$ cat config.mk
export PLATFORM = sky130hd
export DESIGN_NAME = scan_index_gen
export DESIGN_NICKNAME = d
export VERILOG_FILES = /design/src/rtl/scan_index_gen.sv
export SDC_FILE = /design/constraint.sdc
export NUM_CORES = 1
export LEC_CHECK = 0
export BUFFER_PORTS_ARGS = -buffer_cell sky130_fd_sc_hd__buf_4
export CAP_MARGIN = 20
export CORE_UTILIZATION = 25
export DETAILED_ROUTE_END_ITERATION = 10
export MAX_ROUTING_LAYER = met4
export SYNTH_ARGS = -nofsm -noshare
export SYNTH_HDL_FRONTEND = slang
export SYNTH_SLANG_ARGS = --single-unit
$ cat constraint.sdc
create_clock -name clk -period 5.8 [get_ports clk]
set_input_delay 1.74 -clock clk [delete_from_list [all_inputs] [get_ports clk]]
set_output_delay 1.74 -clock clk [all_outputs]
set_load 0.03 [all_outputs]
$ cat src/rtl/scan_index_gen.sv
// Purpose  : time-multiplexed digit scanner feeding a 3-to-8 one-hot decoder, with frame-synchronous display buffer.
// Latency  : sel moves 1 cycle after a prescaler tick; loaded data shows at the next frame wrap (1 cycle when en=0).
// Backpres.: none; load is a strobe and the last load before a frame boundary wins.
//
// Ports:
//   clk, rst        clock and synchronous active-high reset
//   en              scan enable (en=0 clears the prescaler, freezes sel, applies pending data)
//   div_val         clock cycles per digit minus 1
//   digit_mask      bit i set = digit i displayed
//   data, load      display nibbles (nibble i = data[4i+3:4i]) and capture strobe
//   sel             registered scan index for the decoder
//   sel_valid       en & digit_mask[sel], gates the decoder output
//   nibble          active display nibble for the current sel
//   frame_done      1-cycle pulse after a wrapping step
//   pending         loaded data waiting for the next frame boundary
module scan_index_gen #(
   parameter int DIV_WIDTH = 16,
   parameter int NDIG      = 8
) (
   input  logic                 clk,
   input  logic                 rst,
   input  logic                 en,
   input  logic [DIV_WIDTH-1:0] div_val,
   input  logic [7:0]           digit_mask,
   input  logic [31:0]          data,
   input  logic                 load,
   output logic [2:0]           sel,
   output logic                 sel_valid,
   output logic [3:0]           nibble,
   output logic                 frame_done,
   output logic                 pending
);

   logic [DIV_WIDTH-1:0] cnt;
   logic [31:0]          disp;
   logic [31:0]          pend_data;
   logic                 tick;
   logic                 found;
   logic                 wrap;
   logic                 apply;
   logic [2:0]           nxt;

   // Circular search for the next enabled digit, starting after sel.
   // The last candidate (k = NDIG) is sel itself, so a lone enabled digit
   // equal to sel is found and counts as a wrap.
   always_comb begin
      nxt   = sel;
      found = 1'b0;
      for (int k = 1; k <= NDIG; k++) begin
         if (!found && digit_mask[sel + 3'(k)]) begin
            nxt   = sel + 3'(k);
            found = 1'b1;
         end
      end
   end

   // >= rather than == so that lowering div_val below the running count
   // ticks immediately instead of waiting for the counter to roll over.
   assign tick  = en && (cnt >= div_val);
   assign wrap  = tick && found && (nxt <= sel);
   // Frame boundary for the display buffer: a wrap, or any idle cycle.
   assign apply = wrap || !en;

   assign sel_valid = en & digit_mask[sel];
   assign nibble    = disp[{sel, 2'b00} +: 4];

   always_ff @(posedge clk) begin
      if (rst) begin
         cnt        <= '0;
         sel        <= '0;
         disp       <= '0;
         pend_data  <= '0;
         pending    <= 1'b0;
         frame_done <= 1'b0;
      end else begin
         if (!en || tick) begin
            cnt <= '0;
         end else begin
            cnt <= cnt + DIV_WIDTH'(1);
         end

         if (tick) begin
            sel <= nxt;
         end

         frame_done <= wrap;

         if (load) begin
            pend_data <= data;
         end

         // A load landing on a boundary goes straight to the display so the
         // newest data is never held back a whole extra frame.
         if (load && apply) begin
            disp    <= data;
            pending <= 1'b0;
         end else if (load) begin
            pending <= 1'b1;
         end else if (pending && apply) begin
            disp    <= pend_data;
            pending <= 1'b0;
         end
      end
   end

endmodule

==> flow_summary.toml, run 1 <==
[pwr]
seqPwrFrac = 0.460
vdd_drop_max_mv = 0.168
powerDensity_nw_per_um2 = 235
p_leak_uw = 0.00256
p_int_uw = 1020
combPwrFrac = 0.134
switching_power_uw = 329
clockPowerShare = 0.406
switching_share = 0.243

[timing]
tns_ns = 0
period_share = 0.900
setup_viol = 0
grt_setup_unrepaired = "no"
max_freq_mhz = 192
worst_slew_pin_slew_ns = 0.721
report.final.hold_viol_count = 0
slew_headroom = 0.520
skew_ns = 0.0105
maxSlewViolCount = 0
final.min_clock_period_ns = 5.22

[critical_path]
r2r-end = "disp[26]$_SDFFE_PP0P_"
r2r-start = "sel[0]$_SDFFE_PP0P_"
critPathRequiredTime_ns = 6.03
r2r.worst_path.cells = 19
startpoint_type = "primary input"
r2r_slack_ns = 1.11
worst-setup-path-type = "primary input to register"
end_kind = "register"
cp_max_fo = 15
cp.arrival_ns = 5.45
setup.worst_path.end = "disp[26]$_SDFFE_PP0P_"
startpoint = "digit_mask[6]"

[logic_synthesis]
ys.warnings.count = 0
yosys.area_share.simple = 0.156
synth_cell_types = 44
synth-adder-area-share = 0.0586
syn-num-nets = 556
ys_seq_area_frac = 0.362
ys.flop_type = "dfxtp_1"
synth_edf_count = 0
synth_top_area_share = 0.362
ys_seq_elements = 85
synth-xor-area-share = 0.0336
synth_cells = 474
synth_top_family_by_area = "multiplexers"
synthMuxAreaShare = 0.257
synth_compound_area_frac = 0.0858
synth_area_sq_um = 4700
yosys.area.top_type = "dfxtp_1"
postSynthAreaPerCell_sq_um = 9.91
synth-async-reset-ratio = 0
synth_area_leaders = "dfxtp_1, mux4_2, mux2i_1"

[clock_tree]
cts_hold_buf = 0
post-cts-setup-buffers = 0
cts_tree = "built"
clk_pin_slew_ns = 0.06
htreeDepth = 3
ctsResizeCount = 0
clockBufferDepth = 2
cts_buffers = 9
worstSkewPairLatency_ns = 0.34
cts_sinks = 85
cts_root_buffer = "clkbuf_16"

[detailed_routing]
drt-pass1-iter-count = 7
vias = 3529
detail-route-antenna-nets = 0
routed_wl_um = 10600
via_per_inst = 4.56
drtIter0Drc = 192
avgRoutedWirePerCell_um = 13.7
remaining_drc_errors = 4

[floorplan]
fp.dieH_um = 139
rows = 49
initial_core_util = 0.258
fp.coreArea_sq_um = 18200
fp.dieW_um = 139
die_area_sq_um = 19300
io_pins = 70

[place]
hpwl_um = 7840
routabilityCongestion = 0.874
place.port_buffers = 69
placed_area_sq_um = 5470

[grt]
grtUsageTotal = 0.119
antenna_found_initial = 0
grt_max_degree = 71
overflow = 0
grt_pass1_vias = 3503
grt_pass1_wl_um = 17500

[status]
violations = "DRC"
status = "complete, but fails checks"

[worst_hold_path]
whs_path_depth = 1
hp-class = "register to register"

[cells_and_area]
layout_common_cells = "dfxtp_1, buf_4, nor2_1, mux2i_1"
stdcell_area_sq_um = 5760
antenna_cells = 0
fin_nets = 622
layout_commonest_cell = "dfxtp_1"
syn_to_final_growth_pct = 22.7
drive_gt1_frac = 0.262

[flow_run]
max-cap-violations = 0
synthesized netlist by cell type, types with 9 or more instances:
library cell  number
dfxtp_1           85
nor2_1            67
mux2i_1           38
nand2_1           30
nor2b_1           30
inv_1             26
mux2_4            25
ha_1              22
mux4_2            18
clkbuf_1          14
xnor2_1           10
a21oi_1            9
nand3_1            9
o21ai_0            9
final cells by class:
class                      count  area (sq um)
tap                          229           287
multi-input combinational    339          2770
fill                        1848         12400
clock inverter                 4          30.0
clock buffer                  12           256
inverter                      27           101
timing repair buffer          78           611
sequential                    85          1700
per-layer routing:
metal / wire [um] / share of wire / global-route usage / up-vias
met5: 0 / 0 / - / -
met4: 171 / 0.016 / 0.0497 / 0
met3: 403 / 0.038 / 0.0242 / 14
met2: 4980 / 0.47 / 0.183 / 69
met1: 5040 / 0.48 / 0.152 / 1654
li1: - / - / - / 1792
power groups by stage:
| stage | sequential, uW | combinational, uW | clock, uW |
|---|---|---|---|
| after global placement | 635 | 181 | 0 |
| final | 622 | 181 | 548 |
| after CTS | 622 | 183 | 570 |
| after global routing | 625 | 200 | 594 |
| after floorplan | 632 | 118 | 0 |
| after detailed placement | 635 | 182 | 0 |
sequential cells by signal, summed over array words and instances (netlist names):
| register | flops |
|---|---|
| cnt | 16 |
| frame_done | 1 |
| disp | 32 |
| pending | 1 |
| pend_data | 32 |
| sel | 3 |
worst min path at each step:
stage	from	endpoint	slack [ns]
floorplan	cnt[0]$_SDFF_PP0_	cnt[0]$_SDFF_PP0_	0.44
global placement	cnt[0]$_SDFF_PP0_	cnt[0]$_SDFF_PP0_	0.46
detailed placement	cnt[0]$_SDFF_PP0_	cnt[0]$_SDFF_PP0_	0.47
CTS	cnt[0]$_SDFF_PP0_	cnt[0]$_SDFF_PP0_	0.48
global route	disp[6]$_SDFFE_PP0P_	disp[6]$_SDFFE_PP0P_	0.50
finish	cnt[0]$_SDFF_PP0_	cnt[0]$_SDFF_PP0_	0.48
metrics by stage:
| step | total power [uW] | utilization | hold WS [ns] | instances | setup slack [ns] |
|---|---|---|---|---|---|
| global route | 1420 | 0.316 | 0.496 | 774 | 0.301 |
| global placement | 816 | 0.301 | 0.457 | 758 | 0.318 |
| finish | 1350 | 0.316 | 0.479 | 774 | 0.578 |
| CTS | 1380 | 0.316 | 0.481 | 774 | 0.591 |
| floorplan | 750 | - | 0.438 | 474 | 0.617 |
| detailed placement | 817 | 0.301 | 0.466 | 758 | 0.241 |
worst max-delay path: stages:
cell	delay (ns)
buf_4	0.12
mux4_2	0.50
mux2i_1	0.20
nand3_1	0.11
or2_1	0.29
a2111oi_0	0.37
o32ai_1	0.17
inv_1	0.08
nor2_1	0.04
ha_1	0.29
nor2b_1	0.13
o21a_1	0.16
o21ai_0	0.18
o31ai_2	0.11
nor2b_1	0.20
o22a_4	0.25
buf_12	0.19
mux2_4	0.31
cells by family after synthesis:
kind of cell | Yosys count
flops | 85
xor+xnor | 18
compound gates | 56
fa+ha+maj | 22
mux | 85
simple gates | 158
buf+inv | 50
Power figures use the tool's default switching activity.
==> inputs of run 2 (changes only) <==
RECOVER_POWER = 50   (was not set)
==> run 2 against run 1 <==
Compared with the run above:
- the flow finishes with violations (DRC, capacitance limit, slew limit)
- utilization down 0.19 points
- critical path depth stayed put
- clock power is essentially flat
- count of clock-buffer cells in the layout unchanged
- worst setup slack got worse by 0.017 ns
- register-to-register slack worse by 0.46 ns
- wire length about the same
- die area unchanged
- sequential power is essentially flat
- clock skew hardly changed
- critical path type unchanged
- critical endpoint unchanged
- largest cell class unchanged
- highest routed layer unchanged
==> flow_summary.toml, run 2 (synthesis results as in run 1) <==
[status]
status = "complete, but fails checks"
violations = "DRC, capacitance limit, slew limit"

[timing]
report.final.hold_viol_count = 0
setup_viol = 0
whs_ns = 0.479
final.min_clock_period_ns = 5.24
skew_ns = 0.0106
worst_slew_pin_slew_ns = 2.52
tns_ns = 0
grt_setup_unrepaired = "no"
maxSlewViolCount = 36
slew_headroom = -0.680
max_freq_mhz = 191
period_share = 0.903

[critical_path]
cp_max_fo = 15
cp_cell_sequence = "buf_4 > mux4_2 > mux2i_1 > nand3_1 > or2_0 > a2111oi_0 > o32ai_1 > inv_1 > nor2_1 > ha_1 > nor2b_1 > o21a_1 > o21ai_0 > o31ai_2 > nor2b_1 > o22a_4 > buf_12 > mux2_4"
worst-setup-path-type = "primary input to register"
startpoint_type = "primary input"
path_common_cell = "nor2b_1"
r2r.worst_path.cells = 19
max_stage_delay_ns = 0.51
cp.arrival_ns = 5.47
critPathRequiredTime_ns = 6.03
crit_slowest_cell = "mux4_2"
end_kind = "register"

[place]
place.port_buffers = 69
hpwl_um = 7840
routabilityCongestion = 0.874

[detailed_routing]
drtIter0Drc = 194
detail-route-antenna-nets = 0
remaining_drc_errors = 4
avgRoutedWirePerCell_um = 13.7
routed_wl_um = 10600
via_per_inst = 4.58
drt-pass1-iter-count = 7
vias = 3542

[cells_and_area]
drive_gt1_frac = 0.246
layout_commonest_cell = "dfxtp_1"
fin_nets = 622
antenna_cells = 0
layout_common_cells = "dfxtp_1, nor2_1, buf_4, mux2i_1"
syn_to_final_growth_pct = 22.0
fillers = 1853
top_regs = "disp (32), pend_data (32), cnt (16)"

[floorplan]
initial_core_util = 0.258
rows = 49
die_area_sq_um = 19300
io_pins = 70
fp.dieW_um = 139
fp.dieH_um = 139
fp.coreArea_sq_um = 18200

[clock_tree]
cts_root_buffer = "clkbuf_16"
cts_tree = "built"
clk_pin_slew_ns = 0.06
cts_sinks = 85
htreeDepth = 3
clockBufferDepth = 2
post-cts-setup-buffers = 0
cts_hold_buf = 0
cts_buffers = 9
worstSkewPairLatency_ns = 0.35
ctsResizeCount = 0

[pwr]
p_leak_uw = 0.00253
powerDensity_nw_per_um2 = 236
vdd_drop_max_mv = 0.169

[grt]
grt_max_degree = 71
grt_pass1_wl_um = 17500
antenna_found_initial = 0
grt_pass1_vias = 3503
use_met3 = 0.0242
overflow = 0
use_met2 = 0.183
grtUsageMet1 = 0.152
top_usage_layer = "met2"
grtUsageTotal = 0.119

[worst_hold_path]
whs_path_depth = 1
hp-class = "register to register"

[flow_run]
max-cap-violations = 1
[run 2: changes by cell type in the layout (fill, tap and decap cells not counted)]
| cell | before | now |
|---|---|---|
| or2_0 | 0 | 1 |
| or2_1 | 1 | 0 |
| clkbuf_1 | 1 | 10 |
| buf_4 | 76 | 66 |
| clkbuf_4 | 0 | 1 |
[run 2: worst max-delay path, delay by kind of cell]
family | cells | cell delay (ns)
AO/OA/AOI/OAI | 6 | 1.26
adder cells (fa/ha/maj) | 1 | 0.29
buffers and inverters | 3 | 0.39
multiplexers | 3 | 1.01
AND/OR/NAND/NOR | 5 | 0.78
[run 2: per-layer routing]
layer	vias to the layer above	share of wire	wire, um
met2	90	0.47	4980
met1	1645	0.47	4990
met5	-	0	0
li1	1793	-	-
met4	0	0.016	171
met3	14	0.042	448
[run 2: area by class of cell]
| type | instances | area (sq um) | area share |
|---|---|---|---|
| multi-input cells | 339 | 2770 | 0.484 |
| well taps | 229 | 287 | 0.0500 |
| flip-flops and latches | 85 | 1700 | 0.297 |
| clock inverters | 4 | 30.0 | 0.00524 |
| inverters | 27 | 101 | 0.0177 |
| repair buffers | 78 | 577 | 0.101 |
| clock buffers | 12 | 256 | 0.0448 |
[run 2: power by group]
group | leakage [uW] | internal [uW] | switching [uW]
sequential | 0.000696 | 611 | 11.0
clock | 0.000139 | 315 | 234
combinational | 0.00169 | 95.3 | 84.9
total | 0.00253 | 1020 | 330
[run 2: worst paths after layout]
kind	from	end	slack [ns]
max	digit_mask[2]	disp[26]$_SDFFE_PP0P_	0.56
min	cnt[0]$_SDFF_PP0_	cnt[0]$_SDFF_PP0_	0.48
max reg2reg	sel[1]$_SDFFE_PP0P_	disp[26]$_SDFFE_PP0P_	0.65
min reg2reg	cnt[0]$_SDFF_PP0_	cnt[0]$_SDFF_PP0_	0.48
[run 2: metrics by stage]
step	setup slack (ns)	total power, uW	instance area, sq um	cells	utilization
after global placement	0.318	816	5470	758	0.301
final	0.561	1350	5730	774	0.315
after floorplan	0.617	750	4700	474	-
after detailed placement	0.241	817	5470	758	0.301
after global routing	0.226	1420	5730	774	0.315
after CTS	0.591	1380	5760	774	0.316
